==> src/rtl/seg_display_reader.sv <==
// Seven-segment display bus reader: recovers the 16-bit hex value shown on a
// time-multiplexed 4-digit active-low display by watching anodes and segments.
module seg_display_reader #(
    parameter int unsigned STABLE_CYCLES = 8,
    parameter int unsigned CNT_W         = 4
) (
    input  logic        clk,
    input  logic        rst_n,
    input  logic [3:0]  an_in,
    input  logic [6:0]  seg_in,
    output logic [15:0] value_out,
    output logic [3:0]  digit_err,
    output logic        frame_valid
);

    typedef enum logic {StCollect, StEmit} state_e;

    localparam logic [CNT_W-1:0] StableCnt = CNT_W'(STABLE_CYCLES);

    logic [10:0]      r_sync1, r_sync2, r_last;
    logic [CNT_W-1:0] r_cnt;
    logic [3:0]       r_seen, w_seen_d;
    logic [15:0]      r_shadow, w_shadow_d;
    logic [3:0]       r_err_shadow, w_err_d;
    logic [15:0]      r_value;
    logic [3:0]       r_err;
    state_e           r_state, w_state_next;

    logic       w_same, w_strobe, w_emit;
    logic [3:0] w_an, w_sel;
    logic [6:0] w_seg;
    logic [3:0] w_nibble;
    logic       w_glyph_err;
    logic       w_blank, w_one_hot, w_abort;

    assign w_same    = (r_sync2 == r_last);
    // Fires once, on the cycle the counter reaches its saturation value.
    assign w_strobe  = w_same && (r_cnt == StableCnt - 1'b1);
    assign w_an      = r_last[10:7];
    assign w_seg     = r_last[6:0];
    assign w_sel     = ~w_an;
    assign w_blank   = (w_an == 4'b1111);
    assign w_one_hot = $onehot(w_sel);
    assign w_abort   = !w_blank && !w_one_hot;
    assign w_emit    = (r_state == StCollect) && (r_seen == 4'b1111);

    assign value_out = r_value;
    assign digit_err = r_err;

    // Two-flop synchronizer on the whole bus word, plus one delayed copy for change detect.
    always_ff @(posedge clk or negedge rst_n) begin
        if (!rst_n) begin
            r_sync1 <= '1;
            r_sync2 <= '1;
            r_last  <= '1;
        end else begin
            r_sync1 <= {an_in, seg_in};
            r_sync2 <= r_sync1;
            r_last  <= r_sync2;
        end
    end

    // Stability counter: cleared on any change, saturates at STABLE_CYCLES.
    always_ff @(posedge clk or negedge rst_n) begin
        if (!rst_n) begin
            r_cnt <= '0;
        end else if (!w_same) begin
            r_cnt <= '0;
        end else if (r_cnt != StableCnt) begin
            r_cnt <= r_cnt + CNT_W'(1);
        end
    end

    // Active-low glyph decode, bit 6 = a ... bit 0 = g.
    always_comb begin
        w_nibble    = 4'h0;
        w_glyph_err = 1'b0;
        case (w_seg)
            7'b0000001: w_nibble = 4'h0;
            7'b1001111: w_nibble = 4'h1;
            7'b0010010: w_nibble = 4'h2;
            7'b0000110: w_nibble = 4'h3;
            7'b1001100: w_nibble = 4'h4;
            7'b0100100: w_nibble = 4'h5;
            7'b0100000: w_nibble = 4'h6;
            7'b0001111: w_nibble = 4'h7;
            7'b0000000: w_nibble = 4'h8;
            7'b0001100: w_nibble = 4'h9;
            7'b0001000: w_nibble = 4'hA;
            7'b1100000: w_nibble = 4'hB;
            7'b0110001: w_nibble = 4'hC;
            7'b1000010: w_nibble = 4'hD;
            7'b0110000: w_nibble = 4'hE;
            7'b0111000: w_nibble = 4'hF;
            default:    w_glyph_err = 1'b1;
        endcase
    end

    // Frame assembly; a capture on the emit edge lands in the next frame.
    always_comb begin
        w_seen_d   = r_seen;
        w_shadow_d = r_shadow;
        w_err_d    = r_err_shadow;
        if (w_emit) begin
            w_seen_d = '0;
        end
        if (w_strobe) begin
            if (w_abort) begin
                w_seen_d   = '0;
                w_shadow_d = '0;
                w_err_d    = '0;
            end else if (w_one_hot) begin
                for (int k = 0; k < 4; k++) begin
                    if (w_sel[k]) begin
                        w_shadow_d[4*k +: 4] = w_nibble;
                        w_err_d[k]           = w_glyph_err;
                        w_seen_d[k]          = 1'b1;
                    end
                end
            end
        end
    end

    // Shadow, seen mask and output registers.
    always_ff @(posedge clk or negedge rst_n) begin
        if (!rst_n) begin
            r_seen       <= '0;
            r_shadow     <= '0;
            r_err_shadow <= '0;
            r_value      <= '0;
            r_err        <= '0;
        end else begin
            r_seen       <= w_seen_d;
            r_shadow     <= w_shadow_d;
            r_err_shadow <= w_err_d;
            if (w_emit) begin
                r_value <= r_shadow;
                r_err   <= r_err_shadow;
            end
        end
    end

    // FSM state register.
    always_ff @(posedge clk or negedge rst_n) begin
        if (!rst_n) begin
            r_state <= StCollect;
        end else begin
            r_state <= w_state_next;
        end
    end

    // FSM next state; frame_valid is high for the single EMIT cycle.
    always_comb begin
        w_state_next = r_state;
        frame_valid  = 1'b0;
        unique case (r_state)
            StCollect: if (r_seen == 4'b1111) w_state_next = StEmit;
            StEmit: begin
                frame_valid  = 1'b1;
                w_state_next = StCollect;
            end
            default: w_state_next = StCollect;
        endcase
    end

endmodule

==> config.mk <==
export PLATFORM = sky130hd
export DESIGN_NAME = seg_display_reader
export DESIGN_NICKNAME = d
export VERILOG_FILES = /design/src/rtl/seg_display_reader.sv
export SDC_FILE = /design/constraint.sdc
export NUM_CORES = 1
export LEC_CHECK = 0
export ABC_AREA = 1
export BUFFER_PORTS_ARGS = -buffer_cell sky130_fd_sc_hd__buf_2
export CORE_ASPECT_RATIO = 1.75
export CORE_MARGIN = 1
export CORE_UTILIZATION = 50
export DETAILED_ROUTE_END_ITERATION = 10
export PLACE_DENSITY = 0.7
export RECOVER_POWER = 50
export SLEW_MARGIN = 5
export SYNTH_ARGS = -nofsm -noshare
export SYNTH_HDL_FRONTEND = slang
export SYNTH_SLANG_ARGS = --single-unit
==> constraint.sdc <==
create_clock -name clk -period 3 [get_ports clk]
set_input_delay 0.6 -clock clk [delete_from_list [all_inputs] [get_ports clk]]
set_output_delay 0.6 -clock clk [all_outputs]
set_load 0.01 [all_outputs]
==> run_results.csv, run 1 <==
group,metric,value,unit
run_status,status,"finished, violations left",
run_status,violations,"capacitance limit, slew limit",
final_layout,post-route-util,59.7,%
critical_path,cp_common_cell,"nand2_1",
sta,setup_slack,0.283,ns
floorplan,fp.coreArea,6860,um2
sta,setup_violations,0,
clock_network,cts_buffers,9,
yosys,yosys.area_share.adder,2.34,%
critical_path,slowest_delay,0.59,ns
final_layout,fillers,591,
global_routing,grt_pass1_wl,10.3,mm
yosys,syn-num-nets,400,
worst_hold_path,hold_path.class,"flip-flop to flip-flop",
detailed_routing,wire_per_inst,12.0,um
floorplan,initial_core_util,51.4,%
critical_path,crit_path_end_kind,"flip-flop",
critical_path,cp.arrival,2.95,ns
detailed_routing,antenna_left,0,
yosys,synth_top_family_by_area,"simple AND/OR/NAND/NOR gates",
detailed_routing,topRoutingLayerUsed,"met4",
yosys,synth_seq_area_share,59.4,%
yosys,syn_area_per_cell,9.25,um2
yosys,synth_cell_types,29,
sta,period_share,90.6,%
placement,port_buffers,33,
yosys,synthesis.area,3530,um2
sta,rsz0062_at_grt,"no",
critical_path,crit_required,3.24,ns
final_layout,layout-drive-gt1-share,20.8,%
clock_network,cts_sinks,82,
critical_path,crit_type,"flip-flop to flip-flop",
global_routing,grtUsageTotal,19.1,%
detailed_routing,wl_met2,3.25,mm
detailed_routing,finalWirelength,6.11,mm
pwr,irDropWorstVdd,640,uV
yosys,synth.top_cell.area_share,34.8,%
sta,worst_clock_skew,0.00855,ns
sta,fmax,368,MHz
critical_path,slowest_stage,"dfstp_2",
critical_path,path_max_fanout,11,
floorplan,die_y,113,um
placement,place.gp.congestion,0.893,
yosys,ys_ff_latch,82,
global_routing,grt_pass1_vias,2390,
yosys,synthSimpleGateAreaFrac,27.4,%
pwr,power,2.46,mW
floorplan,ios,34,
clock_network,root_buffer,"clkbuf_16",
pwr,leakagePower,2.18,nW
detailed_routing,drc,0,
sta,relSlewSlack,-30.6,%
final_layout,final_cell_mix,"154 x nand2_1, 49 x dfrtp_1, 32 x buf_2, 29 x nor2_1, 28 x inv_1",
clock_network,clock_path_buffers,2,
sta,whs,0.359,ns
clock_network,cts_hold_buf,0,
detailed_routing,wl_met3,146,um
critical_path,crit_chain,"fa_1 > inv_1 > ha_1 > ha_1 > nand3b_1 > nand2_1 > o21ai_0 > nand4_4 > clkinv_2 > nand2_1 > nand2_1",
yosys,synth_largest_area_cell,"dfrtp_1",
clock_network,clk_latency,0.34,ns
placement,post-dp-hpwl,4.38,mm
global_routing,grt_max_degree,83,
yosys,synth-compound-area-share,4.40,%
sta,hold_viol,0,
final_layout,register_area,2090,um2
final_layout,final_nets,438,
floorplan,row_count,40,
global_routing,grt_overflow,0,
clock_network,htree_levels,3,
sta,tns,0,ns
detailed_routing,first_pass_iters,5,
run,drv_cap,1,
detailed_routing,wl_met1,2.43,mm
clock_network,ctsResizeCount,0,
detailed_routing,routed_via_density,4.81,
floorplan,die_w,65.5,um
sta,min_period,2.72,ns
clock_network,clkTransAtPathRegs,0.06,ns
clock_network,cts_tree,"done",
final_layout,syn_to_final_growth,16.2,%
final_layout,final_common_cell,"nand2_1",
critical_path,cp-start-kind,"flip-flop",
detailed_routing,vias,2446,
global_routing,antenna_found_initial,0,
final_layout,multi_input_area,1270,um2
yosys,syn_inst,381,
pwr,power_density,599,nW/um2
final_layout,insertedDiodeCount,0,
floorplan,dieArea,7400,um2
yosys,ys_top_cells_by_area,"dfrtp_1 35%, dfstp_2 25%, nand2_1 16%",
yosys,ys_warn_count,0,
clock_network,cts_post_setup_buffers_inserted,0,
sta,tightest_slew,1.96,ns
placement,dp_slack,0.285,ns
sta,slew_violations,83,
yosys,synthMuxAreaShare,0,%
yosys,synth-xor-area-share,1.99,%
detailed_routing,drt-initial-drc-count,177,
## worst max-delay path: cells and delay by family (launching register included)
| kind | cells | cell delay, ns |
|---|---|---|
| AO/OA/AOI/OAI | 1 | 0.22 |
| buffers and inverters | 2 | 0.15 |
| AND/OR/NAND/NOR | 5 | 0.89 |
| adder cells (fa/ha/maj) | 3 | 0.78 |
| flip-flops | 1 | 0.59 |
## per-layer routing
metal	track usage, %	vias to the layer above
met4	16.1	0
met2	32.9	44
li1	-	1261
met1	19.1	1123
met5	0	-
met3	3.73	18
## registers in the layout, indices dropped and copies added (netlist names)
signal        count
r_err_shadow      4
r_cnt             4
digit_err         4
r_last           11
value_out        16
r_seen            4
r_sync1          11
r_state           1
r_sync2          11
r_shadow         16
## power breakdown
group / total [mW] / internal [mW] / leakage [nW] / switching (mW)
Combinational: 0.122 / 0.0348 / 0.997 / 0.0869
Clock: 1.17 / 0.751 / 0.159 / 0.419
Sequential: 1.16 / 1.14 / 1.03 / 0.0184
## stage by stage
| step | cells | area [um2] |
|---|---|---|
| after floorplan | 381 | 3530 |
| after global placement | 492 | 3770 |
| after detailed placement | 492 | 3770 |
| after CTS | 508 | 4100 |
| after global routing | 508 | 4100 |
| final | 508 | 4100 |
## synth_stat cells
cell type  count
xnor2_1        7
buf_4          1
nor3b_2        1
nand2_2        1
a21oi_1        4
nand3b_1       1
nand3_2        1
nor2_1        29
nand3_1       16
o21ai_1       16
or2_2          1
dfstp_2       33
nand4_4        4
clkbuf_1       1
o21ai_0       11
xor2_1         1
ha_1           5
nor2_2         1
inv_2          1
nor2_4         1
inv_1         28
dfrtp_1       49
nor2_8         2
buf_1          2
fa_1           1
nor3_1         3
clkinv_2       4
nand2_1      154
buf_2          2
## path summary, 6_finish.rpt
check                                      from                  endpoint  slack [ns]  cells after the start
max in group asynchronous                 rst_n      r_cnt[0]$_DFFE_PN0P_        1.03                      1
min in group asynchronous                 rst_n  value_out[5]$_DFFE_PN0P_        0.80                      1
max                         r_last[8]$_DFF_PN1_  r_shadow[12]$_DFFE_PN0P_        0.28                     11
min                        r_sync1[8]$_DFF_PN1_      r_sync2[8]$_DFF_PN1_        0.36                      0
max reg2reg                 r_last[8]$_DFF_PN1_  r_shadow[12]$_DFFE_PN0P_        0.28                     11
min reg2reg                r_sync1[8]$_DFF_PN1_      r_sync2[8]$_DFF_PN1_        0.36                      0
## logic make-up after synthesis
kind of cell	after synthesis
compound gates	31
xor+xnor	8
fa+ha+maj	6
buf+inv	39
flops	82
simple gates	215
## area by class of cell
type	instances	area share (%)
clock buffers	10	5.83
clock inverters	6	2.20
inverters	33	3.15
multi-input cells	260	31.1
flip-flops and latches	82	51.1
well taps	84	2.57
repair buffers	33	4.03
(Power assumes the default switching activity.)
==> inputs of run 2 (changes only) <==
- CTS_BUF_LIST: default -> sky130_fd_sc_hd__clkbuf_4 sky130_fd_sc_hd__clkbuf_8
==> run_results.csv, run 2 (same netlist as run 1, synthesis figures left out) <==
group,metric,value,unit
final_layout,post-route-util,58.3,%
sta,worst_clock_skew,0.0142,ns
pwr,power.switching,0.493,mW
global_routing,grt_pass1_vias,2362,
sta,hold_viol,0,
sta,rsz0062_at_grt,"no",
clock_network,cts_tree,"done",
critical_path,cp-start-kind,"flip-flop",
critical_path,cp.arrival,2.97,ns
detailed_routing,drt-initial-drc-count,164,
final_layout,insertedDiodeCount,0,
sta,period_share,90.4,%
critical_path,slowest_delay,0.59,ns
floorplan,dieArea,7400,um2
global_routing,grt_max_degree,83,
clock_network,cts_buffers,9,
critical_path,crit_path_end_kind,"flip-flop",
pwr,power_density,541,nW/um2
pwr,seq_power_share,53.7,%
detailed_routing,vias,2446,
global_routing,grt_overflow,0,
pwr,irDropWorstVdd,555,uV
floorplan,die_y,113,um
final_layout,final_cell_mix,"154 x nand2_1, 49 x dfrtp_1, 32 x buf_2, 29 x nor2_1, 28 x inv_1",
final_layout,final_common_cell,"nand2_1",
placement,post_dp_cell_area,3770,um2
sta,setup_violations,0,
floorplan,ios,34,
floorplan,row_count,40,
final_layout,layout-drive-gt1-share,20.8,%
clock_network,htree_levels,3,
sta,relSlewSlack,-30.9,%
critical_path,crit_chain,"fa_1 > inv_1 > ha_1 > ha_1 > nand3b_1 > nand2_1 > o21ai_0 > nand4_4 > clkinv_2 > nand2_1 > nand2_1",
critical_path,crit_required,3.26,ns
pwr,p_int,1.67,mW
run_status,violations,"capacitance limit, slew limit",
pwr,power,2.16,mW
clock_network,cts_hold_buf,0,
sta,tns,0,ns
pwr,sw_frac_of_total,22.8,%
clock_network,cts_post_setup_buffers_inserted,0,
detailed_routing,routed_via_density,4.81,
placement,post-dp-hpwl,4.38,mm
final_layout,syn_to_final_growth,13.3,%
detailed_routing,wire_per_inst,12.0,um
critical_path,crit_type,"flip-flop to flip-flop",
placement,place.gp.congestion,0.893,
floorplan,fp.coreArea,6860,um2
worst_hold_path,hold_path.class,"input pin to flip-flop",
clock_network,clkTransAtPathRegs,0.08,ns
clock_network,clock_path_buffers,2,
pwr,comb_power_share,5.6,%
critical_path,cp_common_cell,"nand2_1",
run_status,status,"finished, violations left",
clock_network,root_buffer,"clkbuf_8",
clock_network,ctsResizeCount,0,
pwr,leakagePower,2.14,nW
pwr,pwr-share-clk,40.7,%
detailed_routing,antenna_left,0,
global_routing,antenna_found_initial,0,
sta,tightest_slew,1.96,ns
placement,port_buffers,33,
critical_path,slowest_stage,"dfstp_2",
sta,fmax,369,MHz
detailed_routing,drc,0,
critical_path,path_max_fanout,11,
clock_network,clk_latency,0.37,ns
floorplan,die_w,65.5,um
sta,slew_violations,83,
detailed_routing,first_pass_iters,4,
global_routing,grtUsageTotal,19.0,%
sta,whs,0.336,ns
global_routing,grt_pass1_wl,10.3,mm
final_layout,fin_area,4000,um2
detailed_routing,finalWirelength,6.08,mm
sta,min_period,2.71,ns
run,drv_cap,1,
floorplan,initial_core_util,51.4,%
clock_network,cts_sinks,82,
final_layout,final_nets,438,
run 2: cell count changes in the layout (fill, tap and decap cells not counted):
cell       previous run  this run
clkbuf_16             9         0
clkbuf_8              1        10
run 2: area by class of cell:
type                       instances  area [um2]
inverter                          33         129
multi-input combinational        260        1270
fill                             609        2860
clock inverter                     6        90.1
clock buffer                      10         138
sequential                        82        2090
timing repair buffer              33         165
tap                               84         105
run 2: path summary, 6_finish.rpt:
check / end / slack, ns / startpoint / cells after the start
max reg2reg: r_shadow[13]$_DFFE_PN0P_ / 0.29 / r_last[8]$_DFF_PN1_ / 11
min in group asynchronous: value_out[5]$_DFFE_PN0P_ / 0.77 / rst_n / 1
min: r_sync1[0]$_DFF_PN1_ / 0.34 / seg_in[0] / 1
max in group asynchronous: r_cnt[1]$_DFFE_PN0P_ / 1.05 / rst_n / 1
min reg2reg: r_sync2[3]$_DFF_PN1_ / 0.36 / r_sync1[3]$_DFF_PN1_ / 0
max: r_shadow[13]$_DFFE_PN0P_ / 0.29 / r_last[8]$_DFF_PN1_ / 11
run 2: critical path: cells and delay by family (launching register included):
kind | cells | cell delay (ns)
flip-flops | 1 | 0.59
AND/OR/NAND/NOR | 5 | 0.88
buffers and inverters | 2 | 0.14
AO/OA/AOI/OAI | 1 | 0.22
adder cells (fa/ha/maj) | 3 | 0.78
run 2: metal layers:
layer | up-vias | GRT usage (%) | routed length (um)
met4 | 0 | 14.6 | 244
li1 | 1259 | - | -
met2 | 44 | 33.7 | 3290
met3 | 16 | 3.02 | 123
met1 | 1127 | 19.2 | 2420
met5 | - | 0 | 0
run 2: power groups by stage:
stage | registers, mW | clock network (mW) | logic, mW
floorplan | 1.18 | 0 | 0.0833
global placement | 1.18 | 0 | 0.122
detailed placement | 1.18 | 0 | 0.125
CTS | 1.16 | 0.906 | 0.125
global route | 1.16 | 0.946 | 0.139
finish | 1.16 | 0.880 | 0.122
run 2: through the flow:
step | setup slack, ns | std cells
floorplan | 0.590 | 381
global placement | 0.382 | 492
detailed placement | 0.285 | 492
CTS | 0.278 | 508
global route | 0.0732 | 508
finish | 0.287 | 508
